File: config.mk
export PLATFORM = sky130hd
export DESIGN_NAME = unidad_control_riesgos
export DESIGN_NICKNAME = d
export VERILOG_FILES = /design/src/rtl/unidad_control_riesgos_pkg.sv /design/src/rtl/unidad_control_riesgos_contador_saturado.sv /design/src/rtl/unidad_control_riesgos.sv
export SDC_FILE = /design/constraint.sdc
export NUM_CORES = 1
export LEC_CHECK = 0
export CORE_UTILIZATION = 47
export CTS_CLUSTER_DIAMETER = 150
export DETAILED_ROUTE_END_ITERATION = 16
export GPL_ROUTABILITY_DRIVEN = 0
export PLACE_DENSITY = 0.8
export SETUP_SLACK_MARGIN = 0.2
export SKIP_CTS_REPAIR_TIMING = 1
export SYNTH_ARGS = -nofsm -noshare
export SYNTH_HDL_FRONTEND = slang
export SYNTH_SLANG_ARGS = --single-unit
File: constraint.sdc
create_clock -name clk -period 3.25 [get_ports clk]
set_input_delay 0.8125 -clock clk [delete_from_list [all_inputs] [get_ports clk]]
set_output_delay 0.8125 -clock clk [all_outputs]
set_load 0.01 [all_outputs]
File: src/rtl/unidad_control_riesgos_pkg.sv
// Shared types and defaults for the hazard/sequencing controller.
// Holds the mult/div FSM state encoding and default latency and counter widths.
package unidad_control_riesgos_pkg;

  typedef enum logic {
    IDLE = 1'b0,
    BUSY = 1'b1
  } md_state_t;

  localparam int MD_LAT_DEF = 4;
  localparam int CNT_W_DEF  = 16;
  // Wide enough for the largest legal latency (15).
  localparam int MD_CNT_W   = 4;

endpackage

File: src/rtl/unidad_control_riesgos_contador_saturado.sv
// Up-counter that sticks at its maximum value instead of wrapping.
// Synchronous active-high reset.
module contador_saturado #(
  parameter int W = 16
) (
  input  logic         clk,
  input  logic         reset,
  input  logic         inc,
  output logic [W-1:0] q
);

  always_ff @(posedge clk) begin
    if (reset)
      q <= '0;
    else if (inc && (q != '1))
      q <= q + W'(1);
  end

endmodule

File: src/rtl/unidad_control_riesgos.sv
// Hazard and sequencing controller for the 5-stage pipeline: load-use stalls,
// branch flushes, mult/div sequencing with HI/LO interlock and perf counters.
module unidad_control_riesgos
  import unidad_control_riesgos_pkg::*;
#(
  parameter int REG_BITS = 5,
  parameter int MD_LAT   = MD_LAT_DEF,
  parameter int CNT_W    = CNT_W_DEF
) (
  input  logic                clk,
  input  logic                reset,
  input  logic [REG_BITS-1:0] id_rs,
  input  logic [REG_BITS-1:0] id_rt,
  input  logic                id_uses_rs,
  input  logic                id_uses_rt,
  input  logic                id_is_muldiv,
  input  logic                id_reads_hilo,
  input  logic                ex_mem_read,
  input  logic [REG_BITS-1:0] ex_rd,
  input  logic                ex_branch_taken,
  output logic                pc_write,
  output logic                if_id_write,
  output logic                if_id_flush,
  output logic                id_ex_bubble,
  output logic                md_start,
  output logic                md_busy,
  output logic                hilo_we,
  output logic [CNT_W-1:0]    stall_cnt,
  output logic [CNT_W-1:0]    flush_cnt
);

  md_state_t           state, state_next;
  logic [MD_CNT_W-1:0] cnt, cnt_next;
  logic                hilo_next;
  logic                load_use, id_needs_md, md_stall, stall;

  assign md_busy     = (state == BUSY);
  assign load_use    = ex_mem_read && (ex_rd != '0) &&
                       ((id_uses_rs && (ex_rd == id_rs)) || (id_uses_rt && (ex_rd == id_rt)));
  assign id_needs_md = id_is_muldiv || id_reads_hilo;
  // Evaluated on the current state, so a waiting muldiv issues one cycle after BUSY ends.
  assign md_stall    = md_busy && id_needs_md;
  assign stall       = load_use || md_stall;

  always_comb begin
    pc_write     = 1'b1;
    if_id_write  = 1'b1;
    if_id_flush  = 1'b0;
    id_ex_bubble = 1'b0;
    if (reset) begin
      pc_write     = 1'b0;
      if_id_write  = 1'b0;
      if_id_flush  = 1'b1;
      id_ex_bubble = 1'b1;
    end else if (ex_branch_taken) begin
      if_id_flush  = 1'b1;
      id_ex_bubble = 1'b1;
    end else if (stall) begin
      pc_write     = 1'b0;
      if_id_write  = 1'b0;
      id_ex_bubble = 1'b1;
    end
  end

  always_comb begin
    state_next = state;
    cnt_next   = cnt;
    hilo_next  = 1'b0;
    md_start   = 1'b0;
    case (state)
      IDLE: begin
        md_start = !reset && id_is_muldiv && !ex_branch_taken && !load_use;
        if (md_start) begin
          cnt_next   = MD_CNT_W'(MD_LAT - 1);
          state_next = BUSY;
        end
      end
      BUSY: begin
        if (cnt == '0) begin
          state_next = IDLE;
          hilo_next  = 1'b1;
        end else begin
          cnt_next = cnt - MD_CNT_W'(1);
        end
      end
      default: state_next = IDLE;
    endcase
  end

  always_ff @(posedge clk) begin
    if (reset) begin
      state   <= IDLE;
      cnt     <= '0;
      hilo_we <= 1'b0;
    end else begin
      state   <= state_next;
      cnt     <= cnt_next;
      hilo_we <= hilo_next;
    end
  end

  contador_saturado #(.W(CNT_W)) u_stall_cnt (
    .clk   (clk),
    .reset (reset),
    .inc   (stall && !ex_branch_taken),
    .q     (stall_cnt)
  );

  contador_saturado #(.W(CNT_W)) u_flush_cnt (
    .clk   (clk),
    .reset (reset),
    .inc   (ex_branch_taken),
    .q     (flush_cnt)
  );

endmodule

After elaboration in Yosys (flattened, before gate mapping)
Index checks and enable logic that the tools add are counted.

cells by class
  $add $sub $neg = 3
  eq/ne operators = 6
  multiplexer cells = 16
  bitwise operators = 1
  reductions and logical operators = 21

operators with widths
  kind                                                                number
  16-bit by 1-bit adder with 16-bit output, second input constant     2
  16-bit != test, second input constant                               2
  1-bit two-way mux                                                   12
  1-bit logical AND                                                   11
  5-bit equality test                                                 2
  4-bit two-way mux                                                   2
  4-bit one-hot mux with 2 select lines                               1
  5-bit nonzero test                                                  1
  4-bit zero test                                                     1
  2-bit != test, second input constant                                2
  4-bit by 1-bit subtractor with 4-bit output, second input constant  1
  1-bit zero test                                                     3
  1-bit logical OR                                                    3
  1-bit one-hot mux with 2 select lines                               1
  2-bit AND reduction                                                 1
  2-bit OR reduction                                                  1
  1-bit NOT                                                           1

word-level totals
  register bits = 38
  output and inout port bits = 39

Depth between registers and ports, before layout
Gate-level depths: netlist of run 1.

  depth after elaboration = 8
  depth in mapped cells = 8

Cells and area by module
A second synthesis of run 1 with hierarchy kept.

second synthesis, totals
  cell total of the unflattened synthesis = 260
  area, all modules = 2210.9 um2

by module, submodules not included
  module                  times used  cells an instance  area each (um2)  seq. area each (um2)
  contador_saturado       2           99                 848.3            320.3
  unidad_control_riesgos  1           62                 514.2            120.1

Least setup slack after synthesis of run 1
Ideal clock, no wire load.

  path kind = input -> output
  start = input ex_rd[1]
  end = output pc_write
  data arrival time = 2.386 ns
  data required time = 2.438 ns
  setup slack = 0.051 ns
  cell stages on the path = 8
  buffers on the path = 3
  cell sequence = or4_1 > o21ai_2 > inv_2 > a31oi_4 > buf_6 > buf_8 > and2_1 > buf_4

on the way
  longest elaborated chain between the ends = 8
  elaborated cells between the ends (all ways) = 12

RTL lines
  item                                 line                          text
  start: declaration                   unidad_control_riesgos.sv:19  input logic [REG_BITS-1:0] ex_rd,
  5-bit equality test                  unidad_control_riesgos.sv:39  ((id_uses_rs && (ex_rd == id_rs)) || (id_uses_rt && (ex_rd == id_rt)));
  1-bit logical AND                    unidad_control_riesgos.sv:39
  1-bit logical OR                     unidad_control_riesgos.sv:39
  1-bit logical AND (*)                unidad_control_riesgos.sv:38  assign load_use = ex_mem_read && (ex_rd != '0) &&
  1-bit logical OR (*)                 unidad_control_riesgos.sv:43  assign stall = load_use || md_stall;
  1-bit two-way mux (*) (3 in series)  n/a
  end: declaration                     unidad_control_riesgos.sv:21  output logic pc_write,

Mark *: on every way between the ends. The rest lies on a longest branch, timed or not.

Worst setup path in the final report of run 1
  start = input ex_branch_taken
  end = output if_id_flush

on the way
  longest elaborated chain between the ends = 2

RTL lines
  item                line                          text
  start: declaration  unidad_control_riesgos.sv:20  input logic ex_branch_taken,
  1-bit two-way mux   unidad_control_riesgos.sv:55  end else if (ex_branch_taken) begin
  1-bit two-way mux   unidad_control_riesgos.sv:50  if (reset) begin
  end: declaration    unidad_control_riesgos.sv:23  output logic if_id_flush,

No other way between the ends.

==> results of run 1 <==
routing by layer:
metal	vias up	global-route usage
li1	986	-
met1	894	0.297
met3	9	0.0473
met5	-	0
met2	42	0.389
met4	0	0.101
power breakdown:
part	switching (mW)	leakage [nW]	internal (mW)
Sequential	0.00639	0.307	0.471
Combinational	0.0538	0.779	0.0688
Clock	0.174	0.0472	0.170
Total	0.234	1.13	0.711
cell usage after synthesis, drive strengths merged:
library cell and instances:
o41ai 1, o21ai 7, a21oi 12, or2 1
nor3 3, o2111ai 1, nand2b 2, nand3b 1
o31ai 4, nor2 26, nand2 14, and4 3
a2111oi 1, and2 4, or4 4, mux2 5
or3b 1, dfxtp 38, xor2 12, o311a 2
xnor2 13, nor4b 2, o21bai 1, nor4 5
ha 4, or3 4, nand4 6, and3 6
o22ai 1, mux2i 1, o21a 2, a31oi 3
a211oi 2, a311oi 2, inv 12, nor2b 4
nor3b 2, buf 4, clkbuf 4, nand3 15
through the flow:
step	power (mW)	hold WS (ns)
4_1_cts	0.951	0.493
2_1_floorplan	0.545	0.450
6_report	0.945	0.504
3_3_place_gp	0.607	0.470
5_1_grt	0.984	0.528
3_5_place_dp	0.610	0.480
logic make-up after synthesis:
kind of cell	share of synthesized area
buf+inv	0.0480
compound gates	0.142
simple gates	0.271
xor+xnor	0.108
mux	0.0326
fa+ha+maj	0.0246
flops	0.374
cell type report:
class                      count  area share
sequential                    38       0.262
inverter                      12      0.0155
clock inverter                 2     0.00430
tap                           50      0.0215
multi-input combinational    177       0.415
timing repair buffer          75       0.253
clock buffer                   6      0.0284
flip-flops by register name (all words and copies together) (netlist names):
name and count:
u_stall_cnt.q 16, u_flush_cnt.q 16, cnt 4, md_busy 1, hilo_we 1
worst max-delay path, delay by kind of cell:
family / cells / cell delay [ns]
AND/OR/NAND/NOR: 1 / 0.12
buffers and inverters: 4 / 1.25
path summary, 6_finish.rpt:
check | startpoint | to | slack, ns | cells after the start
min | cnt[3] | cnt[3] | 0.50 | 1
max reg2reg | u_stall_cnt.q[0] | u_stall_cnt.q[1] | 1.16 | 6
max | ex_branch_taken | if_id_flush | 0.25 | 5
min reg2reg | cnt[3] | cnt[3] | 0.50 | 1
==> key figures, run 1 <==
Status
  – Run status: completed

Drt
  – Max layer used: met4
  – Residual DRC: 0
  – ANT nets after route: 0
  – Via count: ~1900
  – WL per Instance: 13.3 µm
  – Final WL: ~4.8 mm
  – Initial DRC Count: roughly 110
  – DR WL met3: 179 µm
  – First drt pass iteration count: 4
  – Via density: around 5.4
  – Met2 Routed Length: between 2 and 2.5 mm
  – Wl on met1: 2.22 mm

Yosys
  – Top post-synthesis cells by area: dfxtp_1 (37%), xnor2_1 (5.6%), xor2_1 (5.2%), nor2_1 (4.8%), nand3_1 (3.7%)
  – Register area share after synthesis: 0.374
  – Post-Syn Nets: ~260
  – Synth area leader: dfxtp_1
  – Synth Cell Area: roughly 2000 µm²
  – Synth Register Bits: 38
  – Area share of the largest cell type after synthesis: 0.374
  – Mapped Cells: about 240
  – Syn. warnings: 0
  – Netlist cell types: between 40 and 50
  – Mean area per synthesized cell: a little under 9 µm²

Setup path
  – CP dominant cell by count: clkdlybuf4s50_1
  – CP max-delay cell: clkdlybuf4s50_1
  – WS Path Type: in -> out
  – Startpoint types: input pin
  – Crit path required time: 2.44 ns
  – Critical path peak fanout: 2
  – Critical Path End Type: primary output
  – Sequence of cells on the critical path: clkdlybuf4s50_1 -> inv_1 -> nand2_1 -> buf_4 -> clkdlybuf4s50_1
  – CP Data Arrival Time: 2.19 ns
  – CP max stage delay: approximately 0.54 ns

Pwr
  – Pwr per Cell Area: 325 nW/µm²
  – Maximum vdd drop: about 0.28 mV
  – LEAKAGE: ~1.1 nW

STA
  – Final worst path period share: 0.923
  – Worst Tran Pin Value: 0.630 ns
  – Tmin final: between 3 and 4 ns
  – Setup TNS: 0 ns
  – Worst slew margin: 0.574
  – Max-slew violations: 0
  – Finish-stage setup viols: 0
  – Setup ws final: about 0.25 ns
  – Skew final: approximately 0.0097 ns
  – RSZ-0062 raised after global routing: true
  – Final hold violation count: 0
  – Fmax: 333 MHz

Finish
  – Net count, final: ~340
  – Final Util: 0.711
  – Layout area overhead: 43.0%
  – Commonest non-fill, non-tap cells in the layout: clkdlybuf4s50_1 (44), dfxtp_1 (38), nor2_1 (26)
  – Final Non-Filler Cells: between 300 and 400
  – Post-route cell area: approximately 2900 µm²
  – Reg area: 761 µm²
  – Share of cells above drive strength 1: 0.145
  – Combined area of the multi-input logic cells: about 1200 µm²
  – N_diodes: 0
  – # fillers: approximately 340
  – Commonest non-fill, non-tap cell in the layout: clkdlybuf4s50_1

CTS
  – Max Buffers Root-to-Sink: 2
  – Clock Sinks: 38
  – H-tree Lvls: 2
  – Clock transition at path regs: about 0.070 ns
  – CTS tree: built
  – Worst skew pair latency: around 0.30 ns
  – CTS Buf Count: 5
  – Root buffer cell: clkbuf_8

Global route
  – GRT overflow: 0
  – Largest net degree at the start of global routing: 41
  – First-pass GRT wire length: 8.07 mm
  – Vias in the first global route: between 1500 and 2000
  – Antenna violations before repair: 0
  – GRT Util Overall: 0.237

Placed design
  – Post-Place Setup Slack: -0.584 ns
  – Cell area after placement: about 2800 µm²
  – HPWL after DPL: between 3 and 4 mm
  – Port Buffer Count: 61
  – Inst Count DP: roughly 350

Die
  – Die width: approximately 68 µm
  – Row Count: 23
  – Die H: 67.8 µm
  – I/O Pins: just over 60
  – Starting density of the core: 0.497
  – DIE AREA: between 4000 and 5000 µm²
  – Core ar.: slightly above 4000 µm²

Run
  – Max_cap viols: 0

Hold path
  – HP Class: reg -> reg
No activity file was read; power rests on OpenSTA's default activity.
==> run 2, diff against run 1 <==
--- a/config.mk
+++ b/config.mk
@@ -10,6 +10,7 @@
 export DETAILED_ROUTE_END_ITERATION = 16
 export GPL_ROUTABILITY_DRIVEN = 0
 export PLACE_DENSITY = 0.8
+export RECOVER_POWER = 100
 export SETUP_SLACK_MARGIN = 0.2
 export SKIP_CTS_REPAIR_TIMING = 1
 export SYNTH_ARGS = -nofsm -noshare
==> run 2 against run 1 <==
  * Critical endpoint is now id_ex_bubble
  * Clock skew down 0.00075 ns
  * The flow now finishes with violations (max-capacitance violations, max-slew violations)
  * Count of clock-buffer cells in the layout unchanged
  * Power down 0.33%
  * Critical path type unchanged
  * Design area down 0.52%
  * Worst hold slack worse by 0.0021 ns
  * Sequential share of layout area up 0.14 points
==> key figures, run 2 (synthesis results as in run 1) <==
Die
  – I/O Pins: between 60 and 70
  – Core ar.: roughly 4100 µm²
  – DIE AREA: approximately 4600 µm²
  – Die H: slightly below 70 µm
  – Die width: slightly below 70 µm
  – Row Count: 23
  – Starting density of the core: 0.497

Placed design
  – Port Buffer Count: a little over 60
  – Cell area after placement: ~2800 µm²
  – HPWL after DPL: between 3 and 4 mm

Hold path
  – HP Class: reg -> reg
  – Hold path depth: 1

STA
  – Worst Tran Pin Value: 1.71 ns
  – Worst slew margin: -0.138
  – Setup TNS: 0 ns
  – Worst hold slack: ~0.50 ns
  – Fmax: 321 MHz
  – Tmin final: 3.11 ns
  – Skew final: between 0.008 and 0.009 ns
  – Finish-stage setup viols: 0
  – Max-slew violations: a little over 40
  – Final worst path period share: 0.958
  – Final hold violation count: 0
  – RSZ-0062 raised after global routing: true

CTS
  – Clock Sinks: 38
  – H-tree Lvls: 2
  – Worst skew pair latency: 0.30 ns
  – Root buffer cell: clkbuf_8
  – Max Buffers Root-to-Sink: 2
  – Clock transition at path regs: about 0.07 ns
  – CTS tree: built
  – CTS Buf Count: 5

Drt
  – Residual DRC: 0
  – Via density: ~5.4
  – Via count: ~2000
  – Final WL: between 4 and 5 mm
  – WL per Instance: about 13 µm
  – ANT nets after route: 0
  – First drt pass iteration count: 4
  – Initial DRC Count: 128

Setup path
  – Critical Path End Type: primary output
  – Startpoint types: input pin
  – Crit path required time: 2.44 ns
  – WS Path Type: in -> out
  – CP Data Arrival Time: ~2.3 ns
  – Reg2Reg Depth: 6
  – Critical path peak fanout: 3

Finish
  – Commonest non-fill, non-tap cell in the layout: dfxtp_1
  – Post-route cell area: between 2000 and 3000 µm²
  – Layout area overhead: 42.3%
  – Commonest non-fill, non-tap cells in the layout: dfxtp_1 (38), dlygate4sd3_1 (35), nor2_1 (26)
  – Share of cells above drive strength 1: 0.132
  – N_diodes: 0
  – Largest regs: u_flush_cnt.q (16), u_stall_cnt.q (16), cnt (4)
  – Net count, final: 336
  – # fillers: roughly 350

Status
  – Failing checks: max-capacitance violations, max-slew violations
  – Run status: complete, but fails checks

Pwr
  – Maximum vdd drop: approximately 0.28 mV
  – Pwr per Cell Area: ~330 nW/µm²
  – Total power: 0.941 mW
  – LEAKAGE: about 1.2 nW

Global route
  – Antenna violations before repair: 0
  – GRT Util Overall: 0.237
  – First-pass GRT wire length: 8.07 mm
  – Largest net degree at the start of global routing: between 40 and 50
  – GRT overflow: 0
  – Vias in the first global route: 1785

Run
  – Max_cap viols: 1
## run 2: cell count changes in the layout (fill, tap and decap cells not counted), moves of 2 or more
cell,previous run,this run
clkbuf_1,0,2
dlygate4sd3_1,0,35
buf_4,13,11
clkdlybuf4s50_1,44,9
## run 2: power breakdown
part           internal [mW]  leakage (nW)  switching, mW
Sequential             0.471         0.307        0.00628
Combinational         0.0660         0.886         0.0537
Clock                  0.170        0.0472          0.174
## run 2: final timing paths
| kind | from | to | slack (ns) |
|---|---|---|---|
| worst min register to register | cnt[3] | cnt[3] | 0.50 |
| worst min-delay path | cnt[3] | cnt[3] | 0.50 |
| worst max register to register | u_stall_cnt.q[0] | u_stall_cnt.q[1] | 1.10 |
| worst max-delay path | ex_rd[4] | id_ex_bubble | 0.14 |
## run 2: area by class of cell
cell class | instances | area [µm²] | share of cell area
clock inverters | 2 | 12.5 | 0.00433
repair buffers | 75 | 728 | 0.252
clock buffers | 6 | 82.6 | 0.0286
multi-input cells | 177 | 1200 | 0.415
well taps | 50 | 62.6 | 0.0216
flip-flops and latches | 38 | 761 | 0.263
inverters | 12 | 45.0 | 0.0156
## run 2: worst max-delay path: stages
cell,delay [ns]
buf_6,0.09
or4_4,0.52
o21ai_2,0.14
inv_2,0.08
buf_4,0.13
a21oi_1,0.15
nand2_1,0.08
dlymetal6s4s_1,0.29
## run 2: layer usage
| layer | GRT usage | vias to the layer above | part of all wire |
|---|---|---|---|
| met2 | 0.389 | 56 | 0.48 |
| met5 | 0 | - | 0 |
| met3 | 0.0473 | 9 | 0.046 |
| met1 | 0.297 | 899 | 0.45 |
| li1 | - | 990 | - |
| met4 | 0.101 | 0 | 0.022 |
## run 2: through the flow
step	utilization	worst slack [ns]	cells
3_3_place_gp	0.676	-0.525	352
3_5_place_dp	0.676	-0.584	352
6_report	0.708	0.137	360
4_1_cts	0.700	-0.585	360
2_1_floorplan	-	0.157	235
5_1_grt	0.708	0.0975	360
